[src/rtl/stack_controller.sv]
// ---------------------------------------------------------------------------
// stack_controller
//
// Game controller for a "stacker" arcade game. A block of cells slides back
// and forth along a row of the playfield. When the player presses stop, the
// block is trimmed to the part that overlaps the block placed below it. The
// trimmed block is drawn by an external renderer, and then play continues on
// the next row up. A drop that misses the block below ends the game. Placing
// a block on the top row wins the game.
//
// Parameters
//   FIELD_COLS : playfield width in cells (2..511)
//   ROWS       : number of rows needed to win (2..16)
//   INIT_SIZE  : initial block width in cells (1..15, <= FIELD_COLS)
//
// Ports
//   clk               : system clock; all state changes on the rising edge
//   resetn            : synchronous, active-low reset
//   start             : one-cycle pulse that begins a new game
//   tick              : one-cycle movement strobe
//   stop              : one-cycle pulse that drops the current block
//   draw_ack          : renderer has finished the current draw request
//   curr_block_start  : first cell of the moving block (inclusive)
//   curr_block_end    : last cell of the moving block (inclusive)
//   prev_block_start  : first cell of the top placed block
//   prev_block_end    : last cell of the top placed block
//   curr_block_size   : width of the moving block in cells
//   row               : current row index, 0 = bottom
//   draw_req          : asks the renderer to draw the current span at row
//   game_over         : the game was lost (held until start or reset)
//   win               : the game was won (held until start or reset)
//
// Optional feature (compile-time macro LEVEL_SPEEDUP_EN)
//   When the macro is defined, the block moves only on every N-th tick,
//   where N = ROWS - row, so the block speeds up as the stack grows.
//   When the macro is not defined, the block moves on every tick and no
//   tick counter is built.
// ---------------------------------------------------------------------------
module stack_controller #(
  parameter int FIELD_COLS = 16,
  parameter int ROWS       = 12,
  parameter int INIT_SIZE  = 4
) (
  input  logic       clk,
  input  logic       resetn,
  input  logic       start,
  input  logic       tick,
  input  logic       stop,
  input  logic       draw_ack,
  output logic [8:0] curr_block_start,
  output logic [8:0] curr_block_end,
  output logic [8:0] prev_block_start,
  output logic [8:0] prev_block_end,
  output logic [3:0] curr_block_size,
  output logic [3:0] row,
  output logic       draw_req,
  output logic       game_over,
  output logic       win
);

  localparam logic [8:0] FIELD_W  = 9'(FIELD_COLS);
  localparam logic [8:0] LAST_COL = 9'(FIELD_COLS - 1);
  localparam logic [3:0] INIT_W   = 4'(INIT_SIZE);
  localparam logic [8:0] INIT_END = 9'(INIT_SIZE - 1);
  localparam logic [3:0] LAST_ROW = 4'(ROWS - 1);

  typedef enum logic [2:0] {
    IDLE,
    MOVE,
    TRIM,
    DRAW,
    CHECK,
    OVER,
    WIN
  } state_t;

  state_t state;
  state_t state_next;

  logic       dir_right;

  logic       no_overlap;
  logic [8:0] trim_start;
  logic [8:0] trim_end;
  logic [3:0] trim_size;

  logic       full_width;
  logic       shift_dir_right;
  logic [8:0] shift_start;
  logic [8:0] shift_end;

  logic       tick_due;
  logic       do_shift;

  // ---------------------------------------------------------------------
  // State register
  // ---------------------------------------------------------------------
  always_ff @(posedge clk) begin
    if (!resetn) begin
      state <= IDLE;
    end else begin
      state <= state_next;
    end
  end

  // ---------------------------------------------------------------------
  // Next-state logic and status outputs. The status outputs are decoded
  // from the state register only, so each one changes once per clock edge.
  // ---------------------------------------------------------------------
  always_comb begin
    state_next = state;
    draw_req   = 1'b0;
    game_over  = 1'b0;
    win        = 1'b0;
    case (state)
      IDLE: begin
        if (start) state_next = MOVE;
      end
      OVER: begin
        game_over = 1'b1;
        if (start) state_next = MOVE;
      end
      WIN: begin
        win = 1'b1;
        if (start) state_next = MOVE;
      end
      MOVE: begin
        if (stop) state_next = TRIM;
      end
      TRIM: begin
        state_next = no_overlap ? OVER : DRAW;
      end
      DRAW: begin
        draw_req = 1'b1;
        if (draw_ack) state_next = CHECK;
      end
      CHECK: begin
        state_next = (row == LAST_ROW) ? WIN : MOVE;
      end
      default: begin
        state_next = IDLE;
      end
    endcase
  end

  // ---------------------------------------------------------------------
  // Overlap between the moving block and the block below it. The trimmed
  // span is the intersection of the two spans.
  // ---------------------------------------------------------------------
  always_comb begin
    no_overlap = (curr_block_end < prev_block_start) ||
                 (curr_block_start > prev_block_end);
    trim_start = (curr_block_start > prev_block_start) ? curr_block_start
                                                       : prev_block_start;
    trim_end   = (curr_block_end < prev_block_end) ? curr_block_end
                                                   : prev_block_end;
    trim_size  = 4'(trim_end - trim_start + 9'd1);
  end

  // ---------------------------------------------------------------------
  // One-cell shift with bounce. When the block is at the edge it is moving
  // towards, it reverses direction and moves one cell the other way on the
  // same tick. A block that fills the whole field never moves.
  // ---------------------------------------------------------------------
  always_comb begin
    full_width      = ({5'd0, curr_block_size} == FIELD_W);
    shift_dir_right = dir_right;
    shift_start     = curr_block_start;
    if (dir_right) begin
      if (curr_block_end == LAST_COL) begin
        shift_dir_right = 1'b0;
        shift_start     = curr_block_start - 9'd1;
      end else begin
        shift_start     = curr_block_start + 9'd1;
      end
    end else begin
      if (curr_block_start == 9'd0) begin
        shift_dir_right = 1'b1;
        shift_start     = curr_block_start + 9'd1;
      end else begin
        shift_start     = curr_block_start - 9'd1;
      end
    end
    shift_end = shift_start + {5'd0, curr_block_size} - 9'd1;
  end

`ifdef LEVEL_SPEEDUP_EN
  // Tick divider. The period shrinks as the row index grows. The count
  // restarts every time MOVE is entered, so each row starts on a full period.
  logic [4:0] tick_cnt;
  logic [4:0] tick_period;

  assign tick_period = 5'(ROWS) - {1'b0, row};
  assign tick_due    = (tick_cnt == tick_period - 5'd1);

  always_ff @(posedge clk) begin
    if (!resetn) begin
      tick_cnt <= 5'd0;
    end else if ((state != MOVE) && (state_next == MOVE)) begin
      tick_cnt <= 5'd0;
    end else if ((state == MOVE) && tick && !stop) begin
      tick_cnt <= tick_due ? 5'd0 : tick_cnt + 5'd1;
    end
  end
`else
  assign tick_due = 1'b1;
`endif

  // A stop in the same cycle as a tick takes priority, so the block does
  // not move.
  assign do_shift = (state == MOVE) && tick && !stop && tick_due && !full_width;

  // ---------------------------------------------------------------------
  // Block, stack and row registers
  // ---------------------------------------------------------------------
  always_ff @(posedge clk) begin
    if (!resetn) begin
      curr_block_start <= 9'd0;
      curr_block_end   <= 9'd0;
      curr_block_size  <= 4'd0;
      prev_block_start <= 9'd0;
      prev_block_end   <= 9'd0;
      row              <= 4'd0;
      dir_right        <= 1'b1;
    end else begin
      case (state)
        IDLE, OVER, WIN: begin
          if (start) begin
            row              <= 4'd0;
            prev_block_start <= 9'd0;
            prev_block_end   <= LAST_COL;
            curr_block_size  <= INIT_W;
            curr_block_start <= 9'd0;
            curr_block_end   <= INIT_END;
            dir_right        <= 1'b1;
          end
        end
        MOVE: begin
          if (do_shift) begin
            curr_block_start <= shift_start;
            curr_block_end   <= shift_end;
            dir_right        <= shift_dir_right;
          end
        end
        TRIM: begin
          if (!no_overlap) begin
            curr_block_start <= trim_start;
            curr_block_end   <= trim_end;
            curr_block_size  <= trim_size;
          end
        end
        CHECK: begin
          prev_block_start <= curr_block_start;
          prev_block_end   <= curr_block_end;
          if (row != LAST_ROW) begin
            row              <= row + 4'd1;
            curr_block_start <= 9'd0;
            curr_block_end   <= {5'd0, curr_block_size} - 9'd1;
            dir_right        <= 1'b1;
          end
        end
        default: begin
        end
      endcase
    end
  end

endmodule
[config.mk]
export PLATFORM = sky130hd
export DESIGN_NAME = stack_controller
export DESIGN_NICKNAME = d
export VERILOG_FILES = /design/src/rtl/stack_controller.sv
export SDC_FILE = /design/constraint.sdc
export NUM_CORES = 1
export LEC_CHECK = 0
export ABC_AREA = 1
export CORE_ASPECT_RATIO = 0.75
export CORE_UTILIZATION = 57
export CTS_CLUSTER_SIZE = 14
export DETAILED_ROUTE_END_ITERATION = 10
export GPL_TIMING_DRIVEN = 0
export PLACE_DENSITY = 0.81
export SYNTH_ARGS = -nofsm -noshare
export SYNTH_HDL_FRONTEND = slang
export SYNTH_SLANG_ARGS = --single-unit
export TNS_END_PERCENT = 30
[constraint.sdc]
create_clock -name clk -period 3.98 [get_ports clk]
set_input_delay 0.796 -clock clk [delete_from_list [all_inputs] [get_ports clk]]
set_output_delay 0.796 -clock clk [all_outputs]
set_load 0.01 [all_outputs]
# [Word level (Yosys, flattened, before mapping)]
# Cells that the tools add are included.
[totals] latch_bits=0 ram_bits=0 rom_bits=0 regBits=48 inputBits=6 memories=0
[classes] n_eq_ne=15 n_mux=40 multipliers=0 div=0 bitwise_logic=0 n_lt_le_gt_ge=4 add_sub_neg=8 reduce_logical=17 shifts=0
[ops] operator="$mux W9" n=14
[ops] operator="$pmux W9 S4" n=2
[ops] operator="$pmux W9 S2" n=2
[ops] operator="$gt A9 B9 Y1" n=2
[ops] operator="$lt A9 B9 Y1" n=2
[ops] operator="$sub A9 B1 Y9 const B" n=2
[ops] operator="$mux W4" n=4
[ops] operator="$pmux W4 S2" n=2
[ops] operator="$mux W3" n=5
[ops] operator="$pmux W3 S5" n=1
[ops] operator="$ne A2 B2 Y1 const B" n=5
[ops] operator="$add A9 B1 Y9 const B" n=1
[ops] operator="$add A9 B4 Y9" n=1
[ops] operator="$eq A3 B3 Y1 const B" n=3
[ops] operator="$eq A9 B4 Y1 const B" n=1
[ops] operator="$logic_not A9 Y1" n=1
[ops] operator="$mux W1" n=9
[ops] operator="$reduce_and A3 Y1" n=3
[ops] operator="$add A4 B1 Y4 const B" n=2
[ops] operator="$eq A3 B2 Y1 const B" n=2
[ops] operator="$reduce_and A5 Y1" n=1
[ops] operator="$sub A4 B1 Y5 const B" n=1
[ops] operator="$eq A4 B4 Y1 const B" n=1
[ops] operator="$ne A4 B4 Y1 const B" n=1
[ops] operator="14 further kinds" n=16

# [Longest topological paths before layout]
# Gate-level depths: netlist of the first run.
[depth] word_depth=7 depth_mapped=25 depth_no_buf=25

# [Worst setup path before layout of the first run]
# No wires, ideal clock.
[synth_path] kind="flip-flop to flip-flop" from="register curr_block_start[0]" to="register curr_block_end[7]" path_slack_ns=0.632 period_less_slack_ns=3.348 arrival_ns=3.278 required_ns=3.910 stages_incl_launch_ff=24 n_path_buf=0 cell_sequence="dfxtp_1 inv_1 ha_1 nand2_1 inv_2 nand3_4 o21ai_4 o21ai_2 or2_0 and2_1 inv_1 ha_1 inv_1 fa_1 nand3_1 nand3_1 nand2_1 a21oi_1 or2_2 a21oi_1 o21ai_0 nand3_1 nand2_1 a21oi_1"
[synth_between] elab_chain_len=7 elab_cells_between_ends=14
[synth_rtl] item="start: declaration" line="50" rtl="output logic [8:0] curr_block_start,"
[synth_rtl] item="start signal: assignment" line="240" rtl="curr_block_start <= shift_start;"
[synth_rtl] item="start signal: assignment" line="247" rtl="curr_block_start <= trim_start;"
[synth_rtl] item="$sub A9 B1 Y9 (tied with other cells)" line="172, 181"
[synth_rtl] item="$mux W9 (on tied branches)" line="177, 170"
[synth_rtl] item="$mux W9" line="169" rtl="if (dir_right) begin"
[synth_rtl] item="$add A9 B4 Y9" line="184" rtl="shift_end = shift_start + {5'd0, curr_block_size} - 9'd1;"
[synth_rtl] item="$sub A9 B1 Y9" line="184"
[synth_rtl] item="$mux W9" line="239" rtl="if (do_shift) begin"
[synth_rtl] item="$pmux W9 S4" line="226" rtl="case (state)"
[synth_rtl] item="end signal: assignment" line="241" rtl="curr_block_end <= shift_end;"
[synth_rtl] item="end signal: assignment" line="248" rtl="curr_block_end <= trim_end;"
[synth_rtl] item="end signal: assignment" line="258" rtl="curr_block_end <= {5'd0, curr_block_size} - 9'd1;"
[synth_rtl] item="end: declaration" line="51" rtl="output logic [8:0] curr_block_end,"
# Parallel ways exist; a longest one is shown, timed or not. The select of a mux whose other input is x is not followed.
# A chain may end at the register's enable or synchronous reset.

# [Final worst setup path of the first run]
[layout_path] from="register curr_block_start[2]" to="register curr_block_end[7]"
# The elaborated chain is that of the path after synthesis.

==> results.cfg, run 1 <==
[drt]
drc = 0
wl_um = 13000
drtIter0Drc = 405
vias = 4637
dr.pass1.iters = 5
routedWlPerCell_um = 16.0
viasPerCell = 5.71
ant_nets = 0

[grt]
met2_usage_pct = 52.1
use_met3_pct = 5.86
overflow = 0
grt_max_degree = 15
antenna_found_initial = 0
grt_pass1_wl_um = 20700
grt.busiest_layer = met2
grt_pass1_vias = 4267
use_met1_pct = 47.5
grtUsageTotal_pct = 33.7

[synthesis]
synth_ff_type = dfxtp_1
yosysTopAreaCell = dfxtp_1
ys_ff_latch = 48
syn-num-nets = 711
yosysSeqAreaShare_pct = 21.9
syn_area_um2 = 4390
synthTopCellsByArea = dfxtp_1, ha_1, nand2_1, inv_1, a21oi_1
yosysMostFrequentCell = nand2_1
synth_edf_count = 0
async_reset_ff_share_pct = 0
netlist_top_cells_count = nand2_1, inv_1, ha_1, a21oi_1, nor2_1
avgSynthCellArea_um2 = 6.75
yosysWarningCount = 0
synthDistinctLibCells = 53
synth_cells = 650
synth_top_area_share_pct = 21.9

[final_layout]
drive_gt1_share_pct = 10.1
fillers = 638
utilization_pct = 69.6
final_nets = 771
diodes = 0
final_cell_area_um2 = 5150
syn_to_final_growth_pct = 17.3

[clock_tree]
cts_buffers = 5
clock-sinks = 48
clockBufferDepth = 2
ctsHtreeMaxLevel = 2
clkTransAtPathRegs_ns = 0.10
root_buffer = clkbuf_8
tritoncts = done
clock_latency_ns = 0.31

[timing]
finalHoldViolCount = 0
skew_ns = 0.0128
worst_slew_pin_slew_ns = 0.694
rsz0062_at_grt = no
maxSlewHeadroom_pct = 53.7
max_freq_mhz = 272
maxSlewViolCount = 0
whs_ns = 0.494
layout_worst_path_cycle_share_pct = 92.5
fin_crit_ns = 3.68
setup_tns_ns = 0
finalSetupViolations = 0

[die]
start_util_pct = 59.3
num_rows = 27
die_x_um = 103
core_um2 = 7400
die_area_um2 = 8060
io_pins = 53
die_h_um = 78.0

[worst_hold_path]
hp-start = prev_block_start[3]
min_to = prev_block_start[3]
holdPathStages = 2
min_path_type = flop to flop

[worst_setup_path]
timing.rr.start = curr_block_start[2]
cp.depth = 24
critical_path.startpoint = curr_block_start[2]
r2r_end = curr_block_end[7]
crit_buf_inv = 4
cp_slowest_cell = fa_2
r2r_setup_slack_ns = 0.30
cp.arrival_ns = 3.93
reg2reg_depth = 24
cp.required_ns = 4.22
end_kind = flop
cp-start-kind = flop
cp_top_family = simple AND/OR/NAND/NOR gates
cp_slowest_stage_delay_ns = 0.42
worstSetupPathType = flop to flop
cp_cell_sequence = buf_4 > nor2_1 > nand2_2 > inv_2 > nand3_4 > o21ai_4 > nand2_1 > o21ai_2 > or2_0 > and2_1 > inv_1 > ha_1 > inv_1 > fa_2 > nand3_1 > nand3_1 > nand2_1 > a21oi_1 > or2_2 > a21oi_1 > o21ai_0 > nand3_1 > nand2_1 > a21oi_1
crit_fanout = 9

[place]
gp_congestion = 0.960
hpwl_um = 10200
port_buffers = 52
place_area_um2 = 5040

[outcome]
status = finished clean

[flow_run]
cap_violations = 0
worst reg2reg max path: cells and delay by family, from the launching register on:
family                   cells  cell delay (ns)
AND/OR/NAND/NOR             12             1.40
AO/OA/AOI/OAI                6             0.75
adder cells (fa/ha/maj)      2             0.69
buffers and inverters        4             0.41
flip-flops                   1             0.37
what timing repair did:
action	CTS	global route
gates resized for setup	0	8
hold buffers	0	0
buffers inserted	0	1
setup endpoints to repair	0	3
registers in the layout, indices dropped and copies added (netlist names):
register          flops
curr_block_end        9
curr_block_start      9
prev_block_end        9
prev_block_start      9
curr_block_size       4
row                   4
state                 3
dir_right             1
through the flow:
stage          setup WS (ns)  std cells
3_3_place_gp           0.131        803
3_5_place_dp          0.0879        803
6_report               0.298        812
4_1_cts               0.0452        811
5_1_grt               0.0570        812
2_1_floorplan          0.632        650
cells by family (layout without fill, tap and decap cells):
| group | count (synthesis) | after routing | share of synthesized area [%] |
|---|---|---|---|
| buf+inv | 119 | 180 | 11.1 |
| fa+ha+maj | 55 | 55 | 16.0 |
| compound gates | 141 | 141 | 20.1 |
| simple gates | 277 | 277 | 28.8 |
| xor+xnor | 10 | 10 | 2.00 |
| flops | 48 | 48 | 21.9 |
worst max-delay path by stage:
stage,endpoint
finish,curr_block_end[7]
global placement,curr_block_end[7]
floorplan,curr_block_end[7]
CTS,curr_block_end[7]
global route,curr_block_end[7]
detailed placement,curr_block_end[7]
cell usage in the layout, fill, tap and decap left out, types with 3 or more instances in the layout:
cell type	n
a21oi_1	52
clkbuf_1	8
inv_2	11
dfxtp_1	45
nor2_1	52
nand2_2	3
nand3_1	29
nand4_1	3
a21oi_2	3
clkdlybuf4s50_1	52
a211oi_1	3
nand2_1	157
buf_2	5
a21oi_4	3
o21ai_2	5
clkbuf_8	6
o211ai_1	5
nand3b_1	4
inv_1	89
o21ai_1	6
nor3_1	5
ha_1	53
nor2_2	4
nand3_2	3
buf_4	5
o21ai_0	37
o221ai_1	5
nor2_4	7
xor2_1	8
a31oi_1	7
layout make-up:
class / count / area [um^2] / share of cell area, %
Tap cell: 101 / 126 / 2.45
Clock buffer: 7 / 86.3 / 1.68
Clock inverter: 1 / 7.51 / 0.146
Sequential cell: 48 / 967 / 18.8
Timing Repair Buffer: 53 / 528 / 10.3
Multi-Input combinational cell: 483 / 2950 / 57.2
Inverter: 102 / 388 / 7.53
Buffer: 17 / 101 / 1.97
layer usage:
metal / vias up / share of wire [%]
met4: 0 / 1.6
met2: 213 / 44
met3: 20 / 8.5
met1: 2149 / 46
met5: - / 0
li1: 2255 / -
Power of run 1 is left out: the tool's default activity adds up to more than one toggle a clock period on the data nets, which glitch-free logic cannot reach.
==> inputs of run 2 (changes only) <==
--- a/config.mk
+++ b/config.mk
@@ -8,6 +8,7 @@
 export ABC_AREA = 1
 export CORE_ASPECT_RATIO = 0.75
 export CORE_UTILIZATION = 57
+export CTS_CLUSTER_DIAMETER = 40
 export CTS_CLUSTER_SIZE = 14
 export DETAILED_ROUTE_END_ITERATION = 10
 export GPL_TIMING_DRIVEN = 0
==> results of run 2 <==
The final DEF is identical to that of run 1; final timing and power are the same.
Power of run 2 is left out for the same reason.
==> inputs of run 3 (changes only) <==
--- a/config.mk
+++ b/config.mk
@@ -6,6 +6,7 @@
 export NUM_CORES = 1
 export LEC_CHECK = 0
 export ABC_AREA = 1
+export ABC_CLOCK_PERIOD_IN_PS = 3980
 export CORE_ASPECT_RATIO = 0.75
 export CORE_UTILIZATION = 57
 export CTS_CLUSTER_DIAMETER = 40
==> results of run 3 <==
The final DEF is identical to that of run 1; final timing and power are the same.
Power of run 3 is left out for the same reason.
